<file path="src/rtl/ahb_bus_arbiter.sv">
// Round-robin AHB bus arbiter for five masters. It never breaks fixed-length
// bursts, caps undefined INCR bursts at INCR_LIMIT beats, and honours locked sequences.
module ahb_bus_arbiter #(
    parameter int DEFAULT_MASTER = 0,
    parameter int INCR_LIMIT     = 16
) (
    input  logic       CLK,
    input  logic       RESETn,
    input  logic       HBUSREQ0,
    input  logic       HBUSREQ1,
    input  logic       HBUSREQ2,
    input  logic       HBUSREQ3,
    input  logic       HBUSREQ4,
    input  logic       HLOCK0,
    input  logic       HLOCK1,
    input  logic       HLOCK2,
    input  logic       HLOCK3,
    input  logic       HLOCK4,
    input  logic [1:0] HTRANS,
    input  logic [2:0] HBURST,
    input  logic       HREADY,
    output logic       HGRANT0,
    output logic       HGRANT1,
    output logic       HGRANT2,
    output logic       HGRANT3,
    output logic       HGRANT4,
    output logic [3:0] HMASTER,
    output logic       HMASTLOCK
);

    localparam int CNT_W = $clog2((INCR_LIMIT > 16) ? INCR_LIMIT : 16);

    localparam logic [1:0] TR_IDLE   = 2'b00;
    localparam logic [1:0] TR_BUSY   = 2'b01;
    localparam logic [1:0] TR_NONSEQ = 2'b10;
    localparam logic [1:0] TR_SEQ    = 2'b11;

    localparam logic [2:0] DEF_IDX = 3'(DEFAULT_MASTER);

    logic [4:0]       busreq;
    logic [4:0]       lock;
    logic [2:0]       grant_q;
    logic [2:0]       master_q;
    logic             mastlock_q;
    logic [CNT_W-1:0] rem_q;
    logic [CNT_W-1:0] rem_next;
    logic [2:0]       winner;
    logic             lock_hold;
    logic             arb_en;

    assign busreq = {HBUSREQ4, HBUSREQ3, HBUSREQ2, HBUSREQ1, HBUSREQ0};
    assign lock   = {HLOCK4, HLOCK3, HLOCK2, HLOCK1, HLOCK0};

    // Beats remaining after a NONSEQ; undefined-length INCR is treated as INCR_LIMIT beats.
    function automatic logic [CNT_W-1:0] burst_rem(input logic [2:0] burst);
        logic [CNT_W-1:0] r;
        case (burst)
            3'd0:       r = '0;
            3'd1:       r = CNT_W'(INCR_LIMIT - 1);
            3'd2, 3'd3: r = CNT_W'(3);
            3'd4, 3'd5: r = CNT_W'(7);
            default:    r = CNT_W'(15);
        endcase
        return r;
    endfunction

    function automatic logic [CNT_W-1:0] sat_dec(input logic [CNT_W-1:0] v);
        return (v == '0) ? '0 : v - CNT_W'(1);
    endfunction

    // The current owner is checked last, so it only keeps the bus if no one else asks.
    function automatic logic [2:0] pick_winner(input logic [2:0] base, input logic [4:0] req);
        logic [2:0] w;
        logic       found;
        w     = DEF_IDX;
        found = 1'b0;
        for (int i = 1; i <= 5; i++) begin
            int c;
            c = int'(base) + i;
            if (c >= 5) c = c - 5;
            if (!found && req[3'(c)]) begin
                w     = 3'(c);
                found = 1'b1;
            end
        end
        return w;
    endfunction

    always_comb begin
        rem_next = rem_q;
        case (HTRANS)
            TR_NONSEQ: rem_next = burst_rem(HBURST);
            TR_SEQ:    rem_next = sat_dec(rem_q);
            TR_BUSY:   rem_next = rem_q;
            TR_IDLE:   rem_next = '0;
            default:   rem_next = rem_q;
        endcase
    end

    assign lock_hold = lock[grant_q];
    assign arb_en    = HREADY && !lock_hold && (rem_next <= CNT_W'(1));
    assign winner    = pick_winner(master_q, busreq);

    always_ff @(posedge CLK or negedge RESETn) begin
        if (!RESETn) begin
            grant_q    <= DEF_IDX;
            master_q   <= DEF_IDX;
            mastlock_q <= 1'b0;
            rem_q      <= '0;
        end else if (HREADY) begin
            rem_q      <= rem_next;
            master_q   <= grant_q;
            mastlock_q <= lock[grant_q];
            if (arb_en) grant_q <= winner;
        end
    end

    assign HGRANT0   = (grant_q == 3'd0);
    assign HGRANT1   = (grant_q == 3'd1);
    assign HGRANT2   = (grant_q == 3'd2);
    assign HGRANT3   = (grant_q == 3'd3);
    assign HGRANT4   = (grant_q == 3'd4);
    assign HMASTER   = {1'b0, master_q};
    assign HMASTLOCK = mastlock_q;

endmodule
</file>
<file path="config.mk">
export PLATFORM = sky130hd
export DESIGN_NAME = ahb_bus_arbiter
export DESIGN_NICKNAME = d
export VERILOG_FILES = /design/src/rtl/ahb_bus_arbiter.sv
export SDC_FILE = /design/constraint.sdc
export NUM_CORES = 1
export LEC_CHECK = 0
export CAP_MARGIN = 20
export CELL_PAD_IN_SITES_DETAIL_PLACEMENT = 1
export CELL_PAD_IN_SITES_GLOBAL_PLACEMENT = 1
export CORE_MARGIN = 2
export CORE_UTILIZATION = 37
export CTS_CLUSTER_DIAMETER = 200
export CTS_CLUSTER_SIZE = 12
export DETAILED_ROUTE_END_ITERATION = 6
export PLACE_DENSITY = 0.75
export SYNTH_ARGS = -nofsm -noshare
export SYNTH_HDL_FRONTEND = slang
export SYNTH_SLANG_ARGS = --single-unit
</file>
<file path="constraint.sdc">
create_clock -name CLK -period 2.8 [get_ports CLK]
set_input_delay 0.28 -clock CLK [delete_from_list [all_inputs] [get_ports CLK]]
set_output_delay 0.28 -clock CLK [all_outputs]
set_load 0.005 [all_outputs]
</file>
==> results.cfg, run 1 <==
[placed_design]
globalplace.congestion = 0.912
io_buffer_count = 26
dp.cells = 335
hpwl_um = 4660

[setup_path]
r2r_cells = 11
critPathRequiredTime_ps = 2970
critPathLaunchType = flip-flop
endpoint_kind = flip-flop
critPathMaxFanout = 3
r2r_end = grant_q[2]
rr_startpoint = master_q[0]
ff2ff_setup_slack_ps = 100
cp.arrival_ps = 2870
timing_worst_setup_path_type = flip-flop to flip-flop

[yosys]
synthXorXnorAreaFrac = 0.0332
netlist_area_um2 = 1850
syn_inst = 235
syn_area_per_cell_um2 = 7.87
yosys_most_used_dff = dfrtp_1
ys_async_sr_fraction = 1.00
synthSimpleGateAreaFrac = 0.305
ys_seq_area_frac = 0.149
ys_types = 72
synth-seq-cells = 11
synth_fa_ha_area_frac = 0.0920
synth_edf_count = 0
syn_nets = 266
synth-compound-area-share = 0.275
synth_mux_area_frac = 0.0697
yosysWarnings = 0
synth_top_family_by_area = simple AND/OR/NAND/NOR gates

[clock_tree]
clk_pin_slew_ps = 50
hold_buffers = 0
clk_latency_ps = 240
clock-root-buffer = clkbuf_8
cts_buffer_depth = 2
htreeDepth = 1
clock-sinks = 11
cts_tree = yes
cts_made_buffers = 3

[floorplan]
initial_utilization = 0.386
die_w_um = 74.7
boundaryPins = 28
die_h_um = 74.7
dieArea_um2 = 5580
fp.coreArea_um2 = 4790
rows = 25

[final_layout]
final_cells = 341
layout-drive-gt1-share = 0.226
n_antenna_cell = 0
layout_common_cells = clkdlybuf4s50_1 (26), buf_4 (23), nor2_1 (18), o21ai_0 (16), nand2_1 (14)
nets = 306
layout_commonest_cell = clkdlybuf4s50_1
fillerInstances = 598
area_delta_synth_final_pct = 30.1

[timing]
period_minus_slack_ps = 2700
fin_setup_tns_ps = 0
fin_skew_ps = 1.13
tightest_slew_ps = 551
hold_slack_ps = 399
max_slew_margin = 0.632
clock.fmax_mhz = 370
hold_violations = 0
final_max_slew_viol_count = 0
setup_viol = 0
period_share = 0.965

[global_routing]
antenna_found_initial = 0
grt_max_degree = 18
grt_overflow_total = 0
grt_pass1_vias = 1849
grt_pass1_wl_um = 9190
track_usage = 0.217

[routing]
via_per_inst = 5.61
avgRoutedWirePerCell_um = 17.1
drt_iter0_drc = 66
drt-pass1-iter-count = 4
drc = 0
ant_nets = 0
wl_um = 5820
num_vias = 1912

[flow_run]
maxCapViolations = 0

[worst_hold_path]
hp-class = input port to asynchronous set/reset pin

[power]
p_sw_frac = 0.494
seq_power_share = 0.108
clock_power_share = 0.058
p_per_area_nw_per_um2 = 1160
p_leak_nw = 0.932
comb_power_share = 0.834
p_switching_mw = 1.38
ir_drop_v = 0.000642
power.internal_mw = 1.41

[outcome]
status = complete, no violations
-- how the worst max path moves through the flow --
stage | from | to | cells after the start
after floorplan | master_q[0] | grant_q[2] | 13
after global placement | HBURST[1] | grant_q[2] | 11
after detailed placement | master_q[1] | grant_q[2] | 9
after CTS | master_q[0] | grant_q[2] | 11
after global routing | master_q[0] | grant_q[2] | 11
final | master_q[0] | grant_q[2] | 11
-- through the flow --
| step | power, mW | utilization | setup WS (ps) | area [um^2] |
|---|---|---|---|---|
| floorplan | 1.86 | - | 3.59 | 1890 |
| global placement | 2.45 | 0.480 | 96.1 | 2300 |
| detailed placement | 2.49 | 0.480 | 52.3 | 2300 |
| CTS | 2.69 | 0.491 | 30.9 | 2350 |
| global route | 3.03 | 0.503 | -4.91 | 2410 |
| finish | 2.79 | 0.503 | 98.8 | 2410 |
-- critical path, stage by stage (launching register included) --
cell and delay, ps:
dfrtp_1 390, inv_2 100, ha_4 130, inv_2 30, fa_2 410, a21oi_4 160, mux2i_2 300, a221o_2 230
or4b_4 460, a211oi_2 210, nor3_2 70, a21oi_2 130
-- sequential cells by signal, indices dropped and copies added, names as in the netlist --
| register | count |
|---|---|
| rem_q | 4 |
| grant_q | 3 |
| master_q | 3 |
| HMASTLOCK | 1 |
-- power groups by stage --
stage / clock network, mW / logic [mW] / registers, mW
after floorplan: 0 / 1.58 / 0.287
after global placement: 0 / 2.15 / 0.304
after detailed placement: 0 / 2.18 / 0.307
after CTS: 0.168 / 2.21 / 0.305
after global routing: 0.173 / 2.54 / 0.316
final: 0.161 / 2.33 / 0.301
-- what timing repair did --
item / in CTS / in global routing
pin swaps: 0 / 3
buffers inserted: 0 / 2
gates resized for setup: 1 / 9
setup endpoints to repair: 1 / 3
endpoints found under the hold margin: 0 / 0
-- synthesized netlist by cell type (all sizes together) (3+ instances only) --
library cell	instances	area [um^2]
and3	3	18.8
dfrtp	11	275
a211oi	5	52.6
nand3	6	30.0
a2111oi	3	33.8
or3	3	18.8
a21oi	13	72.6
mux2	7	78.8
nor3	7	35.0
nand3b	6	45.0
ha	12	150
nor2	18	67.6
nand2	14	52.6
buf	11	72.6
clkbuf	3	12.5
inv	14	52.6
o21ai	21	105
nand2b	10	62.6
nor2b	7	43.8
o22ai	3	18.8
xnor2	6	52.6
mux2i	5	50.1
nor3b	4	30.0
-- cell type report --
class                      count  area (um^2)  area share
tap                           67         83.8      0.0348
timing repair buffer          49          433       0.180
multi-input combinational    196         1520       0.630
inverter                      14         52.6      0.0218
sequential                    11          275       0.114
clock buffer                   3         41.3      0.0172
clock inverter                 1         5.00     0.00208
-- layer usage --
metal  part of all wire  vias up  track usage
met2               0.48       30        0.351
met1               0.46      930        0.312
met4             0.0072        0       0.0278
met3              0.046        4       0.0375
li1                   -      948            -
met5                  0        -            0
-- logic make-up after synthesis --
kind of cell	count (synthesis)
buf+inv	28
compound gates	68
flops	11
other cells	1
fa+ha+maj	13
simple gates	95
mux	12
xor+xnor	7
No activity file was read; power rests on OpenSTA's default activity.
==> run 2: changes to the inputs <==
--- a/config.mk
+++ b/config.mk
@@ -14,6 +14,8 @@
 export CTS_CLUSTER_SIZE = 12
 export DETAILED_ROUTE_END_ITERATION = 6
 export PLACE_DENSITY = 0.75
+export SLEW_MARGIN = 20
 export SYNTH_ARGS = -nofsm -noshare
 export SYNTH_HDL_FRONTEND = slang
 export SYNTH_SLANG_ARGS = --single-unit
+export TNS_END_PERCENT = 20
==> results of run 2 <==
Same layout as run 1: the final DEF is identical, and so are final timing and power.
==> run 3: changes to the inputs <==
--- a/config.mk
+++ b/config.mk
@@ -11,9 +11,10 @@
 export CORE_MARGIN = 2
 export CORE_UTILIZATION = 37
 export CTS_CLUSTER_DIAMETER = 200
-export CTS_CLUSTER_SIZE = 12
 export DETAILED_ROUTE_END_ITERATION = 6
+export MAX_ROUTING_LAYER = met4
 export PLACE_DENSITY = 0.75
+export RECOVER_POWER = 100
 export SLEW_MARGIN = 20
 export SYNTH_ARGS = -nofsm -noshare
 export SYNTH_HDL_FRONTEND = slang
==> run 3 against run 2 <==
Effect of this change:
- first-iteration DRC count is 26% higher
- hold slack better by 65 ps
- register-to-register slack is essentially flat
- count of clock-buffer cells in the layout is the same
- clock skew hardly changed
- sequential power hardly changed
==> results.cfg, run 3 (synthesized netlist as in run 1, its figures left out) <==
[outcome]
status = complete, no violations

[setup_path]
timing_worst_setup_path_type = flip-flop to flip-flop
crit_path_frequent_cell = inv_2
crit_slowest_cell = or4b_4
r2r_cells = 11
cp.arrival_ps = 2860
crit_path_cell_trace = inv_2, ha_4, inv_2, fa_2, a21oi_4, mux2i_2, a221o_2, or4b_4, a211oi_2, nor3_2, a21oi_2
slowest_delay_ps = 460
crit_end = grant_q[2]
cp-startpoint = master_q[0]
r2r_end = grant_q[2]
critPathMaxFanout = 3
endpoint_kind = flip-flop
critPathLaunchType = flip-flop
rr_startpoint = master_q[0]
critPathRequiredTime_ps = 2970
ff2ff_setup_slack_ps = 100

[clock_tree]
cts_buffer_depth = 2
clock-sinks = 11
clock-root-buffer = clkbuf_8
cts_tree = yes
cts_made_buffers = 3
htreeDepth = 1
hold_buffers = 0
clk_latency_ps = 240
clk_pin_slew_ps = 50

[floorplan]
die_h_um = 74.7
dieArea_um2 = 5580
boundaryPins = 28
die_w_um = 74.7
initial_utilization = 0.386
rows = 25
fp.coreArea_um2 = 4790

[timing]
fin_skew_ps = 0.882
period_share = 0.963
max_slew_margin = 0.614
clock.fmax_mhz = 371
period_minus_slack_ps = 2700
hold_violations = 0
fin_setup_tns_ps = 0
hold_slack_ps = 464
tightest_slew_ps = 579
final_max_slew_viol_count = 0
setup_viol = 0

[global_routing]
antenna_found_initial = 0
track_usage = 0.223
grt_pass1_wl_um = 9210
grt_pass1_vias = 1850
grt_overflow_total = 0
grt_max_degree = 18

[flow_run]
maxCapViolations = 0

[routing]
wl_um = 5770
ant_nets = 0
avgRoutedWirePerCell_um = 16.9
drt_iter0_drc = 83
via_per_inst = 5.61
num_vias = 1913
drc = 0
drt-pass1-iter-count = 4

[power]
p_switching_mw = 1.38
p_per_area_nw_per_um2 = 1160
clock_power_share = 0.058
seq_power_share = 0.109
p_sw_frac = 0.497
power.internal_mw = 1.40
comb_power_share = 0.833
p_leak_nw = 0.942
power_mw = 2.77
ir_drop_v = 0.000642

[placed_design]
dp.cells = 335
hpwl_um = 4660
globalplace.congestion = 0.928
io_buffer_count = 26

[worst_hold_path]
hp-class = input port to asynchronous set/reset pin

[final_layout]
n_antenna_cell = 0
seq_area_um2 = 275
multiInputGateArea_um2 = 1510
layout_common_cells = buf_4 (22), nor2_1 (18), clkdlybuf4s50_1 (17), o21ai_0 (16), nand2_1 (14)
largest_reg_flops = 4
reg_top3 = rem_q x4, grant_q x3, master_q x3
regMostFlops = rem_q
nets = 306
layout-drive-gt1-share = 0.219
final_cells = 341
layout_commonest_cell = buf_4
area_delta_synth_final_pct = 29.5
fillerInstances = 600
-- run 3: worst max-delay path, delay by kind of cell, from the launching register on --
| kind | cells | cell delay [ps] |
|---|---|---|
| AO/OA/AOI/OAI | 4 | 730 |
| adder cells (fa/ha/maj) | 2 | 540 |
| AND/OR/NAND/NOR | 2 | 530 |
| flip-flops | 1 | 390 |
| multiplexers | 1 | 300 |
| buffers and inverters | 2 | 130 |
-- run 3: per-layer routing --
layer  global-route usage  vias to the layer above  wire length, um
met1                0.312                      936             2750
li1                     -                      947                -
met5                    -                        -                0
met2                0.351                       24             2780
met3               0.0375                        6              181
met4               0.0278                        0               48
-- run 3: power by group through the flow --
stage	Sequential (mW)	Clock [mW]	Combinational, mW
floorplan	0.287	0	1.58
global placement	0.304	0	2.15
detailed placement	0.307	0	2.18
CTS	0.305	0.168	2.21
global route	0.315	0.173	2.52
finish	0.301	0.161	2.31
-- run 3: how the worst min path moves through the flow --
stage	from	slack (ps)	end	cells past startpoint
detailed placement	HMASTLOCK	490	HMASTLOCK	2
global placement	HMASTLOCK	480	HMASTLOCK	2
CTS	RESETn	400	rem_q[0]	1
global route	RESETn	500	rem_q[0]	1
finish	RESETn	460	rem_q[3]	1
floorplan	RESETn	-20	HMASTLOCK	0
-- run 3: layout make-up --
type                       instances  share of cell area
inverter                          14              0.0219
clock buffer                       3              0.0172
clock inverter                     1             0.00209
sequential                        11               0.115
timing repair buffer              49               0.179
multi-input combinational        196               0.630
tap                               67              0.0350
-- run 3: timing repair --
item	CTS	global route
hold endpoints to repair	0	0
endpoints found under the setup margin	1	3
resized for setup	1	9
buffers inserted	0	2
pin swaps	0	3
-- run 3: through the flow --
stage | setup slack [ps] | utilization | area (um^2)
floorplan | 3.59 | - | 1890
global placement | 96.1 | 0.480 | 2300
detailed placement | 52.3 | 0.480 | 2300
CTS | 30.9 | 0.491 | 2350
global route | -4.91 | 0.500 | 2390
finish | 103 | 0.500 | 2390
